--- src/rtl/uart_rx_sampler.sv ---
// ----------------------------------------------------------------------------
// uart_rx_sampler
//
// Serial receive front-end for the TinyQV UART peripheral. Synchronises the
// raw RXD pin, detects start bits, samples 8 data bits LSB-first at mid-bit,
// checks the stop bit and presents each byte on a valid/read handshake.
//
// Optional feature macro: UART_RX_MAJORITY_EN
//   defined   : every start/data/stop bit is a 2-of-3 majority vote of rxd_s
//               taken at counter values 1, 0 and div_q-1. The decision is
//               applied one cycle after the counter-0 event, so valid and
//               frame_err appear one cycle later than in the default build.
//   undefined : single sample of rxd_s when the counter reaches 0.
//
// Ports:
//   clk                project clock (64 MHz nominal)
//   rst                synchronous, active-high reset
//   baud_divider       clock cycles per bit (values below 4 behave as 4)
//   uart_rxd           raw serial input, idle high, asynchronous to clk
//   uart_rx_read       consumer accepts the byte (only while valid is high)
//   uart_rx_valid      byte available on uart_rx_data
//   uart_rx_data       received byte, stable while uart_rx_valid is high
//   uart_rx_frame_err  one-cycle pulse: stop bit sampled low
//   uart_rx_overrun    one-cycle pulse: byte completed over an unread byte
//   uart_rts           high while an unread byte is held (equals valid)
//   dbg_state          current receiver FSM state (debug observation)
//
// Handshake: uart_rx_valid rises when a byte completes and stays high until a
// cycle with uart_rx_read=1 while valid=1; valid then falls on the next edge
// unless a new byte completes on that same edge, in which case the new byte
// is loaded and valid stays high. uart_rx_read while valid=0 is ignored.
// ----------------------------------------------------------------------------
module uart_rx_sampler #(
   parameter int DIVIDER_REG_LEN = 13
) (
   input  logic                       clk,
   input  logic                       rst,
   input  logic [DIVIDER_REG_LEN-1:0] baud_divider,
   input  logic                       uart_rxd,
   input  logic                       uart_rx_read,
   output logic                       uart_rx_valid,
   output logic [7:0]                 uart_rx_data,
   output logic                       uart_rx_frame_err,
   output logic                       uart_rx_overrun,
   output logic                       uart_rts,
   output logic [2:0]                 dbg_state
);

   localparam int W = DIVIDER_REG_LEN;
   localparam logic [W-1:0] DIV_MIN = W'(4);
   localparam logic [W-1:0] ONE     = W'(1);

   typedef enum logic [2:0] {
      ST_IDLE  = 3'd0,
      ST_START = 3'd1,
      ST_DATA  = 3'd2,
      ST_STOP  = 3'd3,
      ST_BREAK = 3'd4
   } state_t;

   state_t       state, state_next;
   logic         rxd_m, rxd_s;
   logic [W-1:0] div_eff, div_q, cnt;
   logic [2:0]   bit_idx;
   logic [7:0]   shreg;

   logic         sample_evt;  // counter hit 0 inside a frame
   logic         bit_evt;     // a bit decision is available this cycle
   logic         bit_val;     // the decided bit value
   logic         start_det, shift_en, byte_done, frame_bad;

   // Divider clamp: below 4 the half-bit start offset gets too small to work.
   assign div_eff = (baud_divider < DIV_MIN) ? DIV_MIN : baud_divider;

   assign sample_evt = (state == ST_START || state == ST_DATA || state == ST_STOP)
                       && (cnt == '0);

   // Two-flop synchroniser; everything downstream looks only at rxd_s.
   always_ff @(posedge clk) begin
      if (rst) begin
         rxd_m <= 1'b1;
         rxd_s <= 1'b1;
      end else begin
         rxd_m <= uart_rxd;
         rxd_s <= rxd_m;
      end
   end

`ifdef UART_RX_MAJORITY_EN
   // Votes at cnt==1 and cnt==0 are stored; the third vote is the live rxd_s
   // in the cycle after the counter-0 event (cnt==div_q-1), which is when the
   // decision is applied.
   logic vote_1, vote_0, vote_pend;

   always_ff @(posedge clk) begin
      if (rst) begin
         vote_1    <= 1'b1;
         vote_0    <= 1'b1;
         vote_pend <= 1'b0;
      end else begin
         vote_pend <= sample_evt;
         if (cnt == ONE) vote_1 <= rxd_s;
         if (cnt == '0)  vote_0 <= rxd_s;
      end
   end

   assign bit_evt = vote_pend;
   assign bit_val = (vote_1 & vote_0) | (vote_1 & rxd_s) | (vote_0 & rxd_s);
`else
   assign bit_evt = sample_evt;
   assign bit_val = rxd_s;
`endif

   // FSM state register
   always_ff @(posedge clk) begin
      if (rst) state <= ST_IDLE;
      else     state <= state_next;
   end

   // FSM next-state and control strobes
   always_comb begin
      state_next = state;
      start_det  = 1'b0;
      shift_en   = 1'b0;
      byte_done  = 1'b0;
      frame_bad  = 1'b0;
      case (state)
         ST_IDLE: begin
            if (!rxd_s) begin
               start_det  = 1'b1;
               state_next = ST_START;
            end
         end
         ST_START: begin
            // A start bit that is high again at mid-bit was a glitch.
            if (bit_evt) state_next = bit_val ? ST_IDLE : ST_DATA;
         end
         ST_DATA: begin
            if (bit_evt) begin
               shift_en = 1'b1;
               if (bit_idx == 3'd7) state_next = ST_STOP;
            end
         end
         ST_STOP: begin
            if (bit_evt) begin
               if (bit_val) begin
                  byte_done  = 1'b1;
                  state_next = ST_IDLE;
               end else begin
                  frame_bad  = 1'b1;
                  state_next = ST_BREAK;
               end
            end
         end
         ST_BREAK: begin
            // Hold here until the line returns high so a stuck-low line
            // reports one framing error rather than a stream of frames.
            if (rxd_s) state_next = ST_IDLE;
         end
         default: state_next = ST_IDLE;
      endcase
   end

   // Bit timer, divider latch, bit index and shift register
   always_ff @(posedge clk) begin
      if (rst) begin
         div_q   <= DIV_MIN;
         cnt     <= '0;
         bit_idx <= 3'd0;
         shreg   <= 8'h00;
      end else begin
         if (start_det) begin
            div_q <= div_eff;
            cnt   <= div_eff >> 1;
         end else if (sample_evt) begin
            cnt <= div_q - ONE;
         end else if (cnt != '0) begin
            cnt <= cnt - ONE;
         end

         if (state == ST_START && bit_evt) bit_idx <= 3'd0;
         else if (shift_en)                bit_idx <= bit_idx + 3'd1;

         if (shift_en) shreg <= {bit_val, shreg[7:1]};
      end
   end

   // Output holding register and status pulses
   always_ff @(posedge clk) begin
      if (rst) begin
         uart_rx_valid     <= 1'b0;
         uart_rx_data      <= 8'h00;
         uart_rx_frame_err <= 1'b0;
         uart_rx_overrun   <= 1'b0;
      end else begin
         uart_rx_frame_err <= frame_bad;
         uart_rx_overrun   <= byte_done && uart_rx_valid && !uart_rx_read;
         if (byte_done) begin
            uart_rx_valid <= 1'b1;
            uart_rx_data  <= shreg;
         end else if (uart_rx_read && uart_rx_valid) begin
            uart_rx_valid <= 1'b0;
         end
      end
   end

   assign uart_rts  = uart_rx_valid;
   assign dbg_state = state;

endmodule

--- config.mk ---
export PLATFORM = sky130hd
export DESIGN_NAME = uart_rx_sampler
export DESIGN_NICKNAME = d
export VERILOG_FILES = /design/src/rtl/uart_rx_sampler.sv
export SDC_FILE = /design/constraint.sdc
export NUM_CORES = 1
export LEC_CHECK = 0
export CAP_MARGIN = 25
export CORE_ASPECT_RATIO = 1.1
export CORE_MARGIN = 4
export CORE_UTILIZATION = 45
export DETAILED_ROUTE_END_ITERATION = 12
export GPL_ROUTABILITY_DRIVEN = 0
export PLACE_DENSITY_LB_ADDON = 0.1
export SLEW_MARGIN = 20
export SYNTH_ARGS = -nofsm -noshare
export SYNTH_HDL_FRONTEND = slang
export SYNTH_SLANG_ARGS = --single-unit
export TNS_END_PERCENT = 1
--- constraint.sdc ---
create_clock -name clk -period 4.4 [get_ports clk]
set_input_delay 0.66 -clock clk [delete_from_list [all_inputs] [get_ports clk]]
set_output_delay 0.66 -clock clk [all_outputs]
set_load 0.05 [all_outputs]
; After elaboration in Yosys (flattened, before gate mapping)
; Index checks and enable logic that the tools add are counted.
[word_totals]
out_inout_bits = 15
ff_bits = 53
[classes]
bitwise_logic = 2
n_eq_ne = 11
magnitude_cmp = 1
n_mux = 22
add_sub_neg = 3
n_reduce_logical = 18
[op_table]
columns = cell, n
row1 = $mux 13, 3
row2 = $sub 13x1->13 const B, 2
row3 = $mux 3, 7
row4 = $pmux 3 s5, 1
row5 = $logic_not 13->1, 1
row6 = $lt 13x3->1 const B, 1
row7 = $reduce_bool 13->1, 1
row8 = $mux 12, 1
row9 = $ne 2x2->1 const B, 5
row10 = $mux 1, 9
row11 = $eq 3x2->1 const B, 2
row12 = $eq 3x3->1 const B, 2
row13 = $reduce_and 6->1, 1
row14 = $logic_and 1x1->1, 5
row15 = $reduce_bool 2->1, 2
row16 = $reduce_or 2->1, 2
row17 = $add 3x1->3 const B, 1
row18 = $eq 3x1->1 const B, 1
row19 = $logic_not 3->1, 1
row20 = $reduce_bool 3->1, 1
row21 = $reduce_or 3->1, 1
row22 = $logic_or 1x1->1, 2
row23 = $mux 2, 1
row24 = $ne 2x1->1 const B, 1
row25 = 2 further kinds, 3

; Logic depth before layout (Yosys ltp)
; Gate-level depths: netlist (run 1).
[logic_depth]
word_depth = 8
ltp_mapped = 11
mapped_depth_nobuf = 10

; Worst setup path before layout (run 1)
; Ideal clock, no wire load.
[synth_path]
kind = reg-to-reg
from = register state[0], in the netlist dbg_state[0]
to = register cnt[10]
stages_incl_launch_ff = 12
t_arrival_ps = 2491
n_path_buf = 2
setup_ps = 121
slack_ps = 1788
path_cell_list = dfxtp_1 > buf_2 > o21ba_2 > and3_2 > buf_6 > a21oi_1 > ha_1 > nand3b_1 > a211oi_1 > nand3_1 > xnor2_1 > o21ai_0
[synth_via]
elab_chain_len = 6
word_cells_on_any_way = 11
cone_classes = eq/ne: 3 / mux: 3 / reduce/logical: 5
[synth_lines]
columns = item, line_no
row1 = start: declaration, 61  ; state_t state, state_next;
row2 = start signal: assignment, 117  ; else state <= state_next;
row3 = $eq 3x1->1 / $eq 3x2->1 (equally long branches), 75  ; assign sample_evt = (state == ST_START || state == ST_DATA || state == ST_STOP)
row4 = $logic_or 1x1->1 (2 in series), 75
row5 = $logic_and 1x1->1, 76  ; && (cnt == '0);
row6 = $mux 13, 175  ; end else if (sample_evt) begin
row7 = $mux 12, 172  ; if (start_det) begin
row8 = end signal: assignment, 174  ; cnt <= div_eff >> 1;
row9 = end signal: assignment, 176  ; cnt <= div_q - ONE;
row10 = end signal: assignment, 178  ; cnt <= cnt - ONE;
row11 = end: declaration, 63  ; logic [W-1:0] div_eff, div_q, cnt;
; Several ways; a longest one is shown, not always the timed one.
; A chain may end at the register's enable or synchronous reset.

; Worst setup path after layout (run 1)
[layout_path]
from = register cnt[5]
to = register cnt[8]
[layout_via]
elab_chain_len = 4
word_cells_on_any_way = 8
cone_classes = add/sub: 1 / mux: 3 / reduce/logical: 4
[layout_lines]
columns = item, line_no
row1 = $sub 13x1->13 / $logic_not 13->1 (equally long branches), "178, 76"
row2 = $mux 13 / $logic_and 1x1->1 (equally long branches), "177, 76"
row3 = $mux 13, 175
row4 = $mux 12, 172
; Several ways; a longest one is shown, not always the timed one. The select of a mux whose other input is x is not followed.

==> impl_metrics.py, run 1 <==
metrics = {
    "layout": {
        "final_common_cell": "dfxtp_1",
        "synthToLayoutAreaGrowth_pct": 17.7,
        "antenna-diode-count": 0,
        "final_cell_mix": "dfxtp_1, nor2_1, nand2_1",
        "fin_nets": 334,
        "seq_area_um2": 1060,
        "drive_gt1_share_pct": 7.32,
        "multi_input_area_um2": 1350,
        "fillCellCount": 510,
        "final_area_um2": 2930,
    },
    "floorplan": {
        "die_y_um": 86.1,
        "ios": 32,
        "rows": 28,
        "die_area_um2": 6800,
        "coreArea_um2": 5360,
        "die_w_um": 79.0,
        "start_util_pct": 46.5,
    },
    "logic_synthesis": {
        "yosysWarnings": 0,
        "postSynthAreaPerCell_um2": 8.63,
        "yosys.area.top_type": "dfxtp_1",
        "yosys.area.top_type_share_pct": 42.5,
        "syn-num-nets": 309,
        "syn-cell-area_um2": 2490,
        "synth-edff-count": 0,
        "async_flop_share_pct": 0,
        "ys_seq_elements": 53,
        "syn-instance-count": 289,
        "synth_seq_area_share_pct": 42.5,
        "synth_flop_cell": "dfxtp_1",
        "synth_cell_type_count": 53,
        "netlist_top_cells_area": "dfxtp_1, mux2i_1, nor2_1",
    },
    "run": {
        "cap_violations": 0,
    },
    "drt": {
        "num_vias": 2161,
        "drtPass1Iterations": 4,
        "routed_wirelength_um": 5780,
        "drtAntennaViolNets": 0,
        "vias_per_cell": 5.56,
        "drc": 0,
        "wl_per_cell_um": 14.8,
        "drt_iter0_markers": 160,
    },
    "worst_setup_path": {
        "cp_max_fo": 13,
        "worst-setup-path-type": "reg -> reg",
        "worstSetupStartpoint": "cnt[5]",
        "slowest_stage": "a211oi_1",
        "crit_required_ns": 4.60,
        "crit_path_cell_trace": "or2_1 -> nor4_4 -> and3_2 -> a21oi_1 -> ha_1 -> nand3b_1 -> a211oi_1 -> nand2_1 -> xnor2_1 -> o21ai_0",
        "r2r_setup_slack_ns": 1.61,
        "rr_startpoint": "cnt[5]",
        "critPathBufInv": 0,
        "endpoint_kind": "flop",
        "critPathTopFamily": "simple AND/OR/NAND/NOR gates",
        "critPathLaunchType": "flop",
        "slowest_delay_ns": 0.49,
        "arrival_ns": 2.99,
    },
    "global_routing": {
        "track_usage_pct": 17.7,
        "antenna_found_initial": 0,
        "grt_pass1_vias": 2032,
        "grt_pass1_wl_um": 9610,
        "overflow": 0,
        "grt_max_degree": 33,
    },
    "status": {
        "status": "complete, no violations",
    },
    "cts": {
        "cts.repair.resized": 0,
        "post_cts.repair.setup_buffers": 0,
        "h-tree-depth": 2,
        "clockRootBuffer": "clkbuf_8",
        "clk_path_buf_depth": 2,
        "cts_tree": "built",
        "insertion_delay_ns": 0.31,
        "cts.reportedPaths.clkPinSlew_ns": 0.09,
        "numCtsBuffers": 5,
        "hold_buffers": 0,
        "clock-sinks": 53,
    },
    "timing": {
        "fin_crit_sh_pct": 63.4,
        "tightest_slew_ns": 0.623,
        "fin_setup_tns_ns": 0,
        "clock.fmax_mhz": 359,
        "setup_viol": 0,
        "drv_slew": 0,
        "relSlewSlack_pct": 58.3,
        "rsz0062_at_grt": "false",
        "finClkSkew_ns": 0.0140,
        "final.min_clock_period_ns": 2.79,
        "hold_viol_final": 0,
    },
    "power_and_ir_drop": {
        "power.density_nw_per_um2": 490,
        "irDropWorstVdd_uv": 209,
        "leakage_uw": 0.00108,
    },
    "placement": {
        "io_buffers": 31,
        "dpl_cell_area_um2": 2850,
        "dp_hpwl_um": 4160,
    },
    "min_path": {
        "min_from": "rxd_m",
        "hold_path.class": "reg -> reg",
    },
}
area by class of cell:
type	count	share of cell area [%]
flip-flops and latches	53	36.2
inverters	3	0.384
clock buffers	7	2.94
multi-input cells	217	46.0
repair buffers	34	11.3
well taps	75	3.20
where the power goes:
| part | switching [uW] | internal [uW] | total (uW) | leakage (uW) |
|---|---|---|---|---|
| clock network | 156 | 125 | 281 | 0.0000443 |
| logic | 314 | 232 | 547 | 0.000600 |
| registers | 72.5 | 539 | 611 | 0.000431 |
stage by stage:
step	setup WS [ns]	std cells	hold slack, ns	utilization (%)	total power [uW]
finish	1.61	389	0.417	54.7	1440
global route	1.32	389	0.432	54.7	1520
CTS	1.66	389	0.422	54.7	1440
detailed placement	1.68	382	0.396	53.1	1160
global placement	1.74	382	0.393	53.1	1160
floorplan	1.79	289	0.389	-	1050
sequential cells by signal (all words and copies together) (netlist names):
| name | count |
|---|---|
| rxd_m | 1 |
| cnt | 13 |
| uart_rx_frame_err | 1 |
| uart_rts | 1 |
| bit_val | 1 |
| uart_rx_overrun | 1 |
| dbg_state | 3 |
| uart_rx_data | 8 |
| bit_idx | 3 |
| shreg | 8 |
| div_q | 13 |
final timing paths:
path	end	cells after the start
setup / recovery	cnt[8]	10
hold / removal	bit_val	1
setup reg to reg	cnt[8]	10
hold reg to reg	bit_val	1
metal layers:
| metal | vias to the layer above | global-route usage (%) | wire length, um |
|---|---|---|---|
| met5 | - | 0 | 0 |
| met4 | 0 | 6.09 | 72 |
| met3 | 6 | 3.78 | 327 |
| met2 | 62 | 28.6 | 2760 |
| met1 | 1015 | 23.4 | 2610 |
| li1 | 1078 | - | - |
synthesized netlist by cell type, drive strengths merged, types with 2 or more instances:
library cell	count
o21ai	10
or2	4
nor4	8
mux2i	17
nor3	12
a31oi	3
inv	3
and3	2
dfxtp	53
nand3	7
a21oi	30
nor2	41
nor4b	2
nand2b	2
nand2	32
a22o	4
a22oi	4
o31a	2
clkbuf	10
xor2	4
a311oi	2
or4	3
nand4	2
buf	6
xnor2	6
o21a	3
ha	3
worst reg2reg max path, cell delays in order (launching register included):
cell and delay (ns):
dfxtp_1 0.42, or2_1 0.31, nor4_4 0.11, and3_2 0.33, a21oi_1 0.23, ha_1 0.23
nand3b_1 0.14, a211oi_1 0.49, nand2_1 0.14, xnor2_1 0.19, o21ai_0 0.09
cells by family (layout without fill, tap and decap cells):
family / count (synthesis) / count (layout) / share of synthesized area, %
adders and majority gates: 3 / 3 / 1.51
DFF: 53 / 53 / 42.5
buffers and inverters: 19 / 44 / 3.86
AOI/OAI and AO/OA: 65 / 65 / 16.3
and+or+nand+nor: 122 / 122 / 25.5
muxes: 17 / 17 / 6.82
xor gates and xnor gates: 10 / 10 / 3.51
No activity file was read; power rests on OpenSTA's default activity.
==> inputs of run 2 (changes only) <==
Clock period 4.4 ns to 2.3 ns, I/O delays scaled along.
==> impl_metrics.py, run 2 (synthesis gave the netlist of run 1 again) <==
metrics = {
    "layout": {
        "final_cell_mix": "dfxtp_1, nor2_1, nand2_1",
        "multi_input_area_um2": 1370,
        "seq_area_um2": 1070,
        "top_regs": "cnt (13), div_q (13)",
        "synthToLayoutAreaGrowth_pct": 24.9,
        "final_common_cell": "dfxtp_1",
        "drive_gt1_share_pct": 15.8,
        "fillCellCount": 498,
        "finalNonFillerCells": 410,
        "fin_nets": 354,
        "antenna-diode-count": 0,
    },
    "worst_setup_path": {
        "endpoint_kind": "flop",
        "slowest_delay_ns": 0.55,
        "crit_path_cell_trace": "or4_4 -> nor4_4 -> and3_4 -> a21oi_2 -> ha_2 -> nand3b_1 -> a211oi_2 -> nand3_1 -> xnor2_1 -> o21ai_0",
        "critPathBufInv": 0,
        "slowest_stage": "or4_4",
        "crit_required_ns": 2.50,
        "cp_max_fo": 4,
        "arrival_ns": 2.45,
        "critPathLaunchType": "flop",
        "worst-setup-path-type": "reg -> reg",
        "critPathTopFamily": "simple AND/OR/NAND/NOR gates",
    },
    "floorplan": {
        "rows": 28,
        "ios": 32,
        "coreArea_um2": 5360,
        "die_y_um": 86.1,
        "die_area_um2": 6800,
        "start_util_pct": 46.5,
        "die_w_um": 79.0,
    },
    "timing": {
        "setup_viol": 0,
        "fin_crit_sh_pct": 97.8,
        "fin_setup_tns_ns": 0,
        "relSlewSlack_pct": 58.4,
        "final.min_clock_period_ns": 2.25,
        "finClkSkew_ns": 0.00496,
        "tightest_slew_ns": 0.619,
        "hold_viol_final": 0,
        "rsz0062_at_grt": "true",
        "drv_slew": 0,
        "clock.fmax_mhz": 444,
    },
    "power_and_ir_drop": {
        "swShare_pct": 37.5,
        "power.density_nw_per_um2": 951,
        "finalPower_uw": 2960,
        "power.share.sequential_pct": 38.4,
        "p_switching_uw": 1110,
        "leakage_uw": 0.00117,
        "pwr-share-clk_pct": 17.8,
        "internal_power_uw": 1850,
        "irDropWorstVdd_uv": 433,
        "comb_power_share_pct": 43.8,
    },
    "cts": {
        "insertion_delay_ns": 0.31,
        "clock-sinks": 53,
        "cts_tree": "built",
        "post_cts.repair.setup_buffers": 0,
        "clockRootBuffer": "clkbuf_8",
        "h-tree-depth": 2,
        "hold_buffers": 0,
        "cts.repair.resized": 0,
        "cts.reportedPaths.clkPinSlew_ns": 0.10,
        "clk_path_buf_depth": 2,
        "numCtsBuffers": 5,
    },
    "drt": {
        "num_vias": 2226,
        "top_layer": "met4",
        "drtPass1Iterations": 4,
        "drtAntennaViolNets": 0,
        "drt_iter0_markers": 174,
        "dr_wl_met2_um": 2930,
        "routed_wirelength_um": 6030,
        "wl_per_cell_um": 14.7,
        "drc": 0,
        "met3WireLength_um": 320,
        "met1Wirelength_um": 2690,
        "vias_per_cell": 5.43,
    },
    "global_routing": {
        "grt_pass1_vias": 2222,
        "grt_max_degree": 27,
        "track_usage_pct": 19.1,
        "antenna_found_initial": 0,
        "overflow": 0,
        "grt_pass1_wl_um": 10300,
    },
    "placement": {
        "io_buffers": 31,
        "dp_hpwl_um": 4600,
        "place_inst": 402,
    },
    "status": {
        "status": "complete, no violations",
    },
    "run": {
        "cap_violations": 0,
    },
    "min_path": {
        "hold_path.class": "reg -> reg",
    },
}
[run 2: cell count changes in the layout (fill, tap and decap cells not counted), moves of 2 or more]
| cell | before | now |
|---|---|---|
| clkinvlp_4 | 0 | 2 |
| dfxtp_1 | 53 | 49 |
| dfxtp_2 | 0 | 3 |
| buf_4 | 3 | 23 |
[run 2: worst reg2reg max path, delay by kind of cell, from the launching register on]
family	cells	cell delay (ns)
fa+ha+maj	1	0.21
xor+xnor	1	0.11
simple gates	5	1.23
compound gates	3	0.24
flops	1	0.35
[run 2: layout make-up]
cell class / instances / area share, %
Clock inverter: 3 / 0.683
Clock buffer: 5 / 2.21
Inverter: 3 / 0.362
Sequential cell: 53 / 34.3
Multi-Input combinational cell: 217 / 43.9
Tap cell: 75 / 3.01
Timing Repair Buffer: 54 / 15.5
[run 2: per-stage QoR]
| stage | hold WS (ns) | utilization, % | setup WS [ns] | instance area [um^2] |
|---|---|---|---|---|
| 2_1_floorplan | 0.389 | - | 0.00451 | 2510 |
| 3_3_place_gp | 0.392 | 56.3 | 0.0977 | 3020 |
| 3_5_place_dp | 0.397 | 56.3 | 0.0498 | 3020 |
| 5_1_grt | 0.444 | 58.1 | -0.0851 | 3110 |
| 4_1_cts | 0.421 | 58.0 | 0.0166 | 3110 |
| 6_report | 0.417 | 58.1 | 0.0496 | 3110 |
[run 2: path summary, 6_finish.rpt]
kind,start,to,slack [ns],cells past startpoint
max,cnt[1],cnt[10],0.05,10
min,rxd_m,bit_val,0.42,1
max reg2reg,cnt[1],cnt[10],0.05,10
min reg2reg,rxd_m,bit_val,0.42,1
[run 2: per-layer routing]
layer | up-vias | GRT usage, %
li1 | 1121 | -
met1 | 1045 | 23.6
met2 | 52 | 32.5
met3 | 8 | 4.62
met4 | 0 | 6.25
met5 | - | 0
[run 2: power groups by stage]
stage	combinational, uW	clock (uW)	sequential (uW)
2_1_floorplan	888	0	1140
5_1_grt	1430	574	1150
6_report	1300	526	1140
4_1_cts	1290	548	1130
3_5_place_dp	1280	0	1150
3_3_place_gp	1300	0	1150
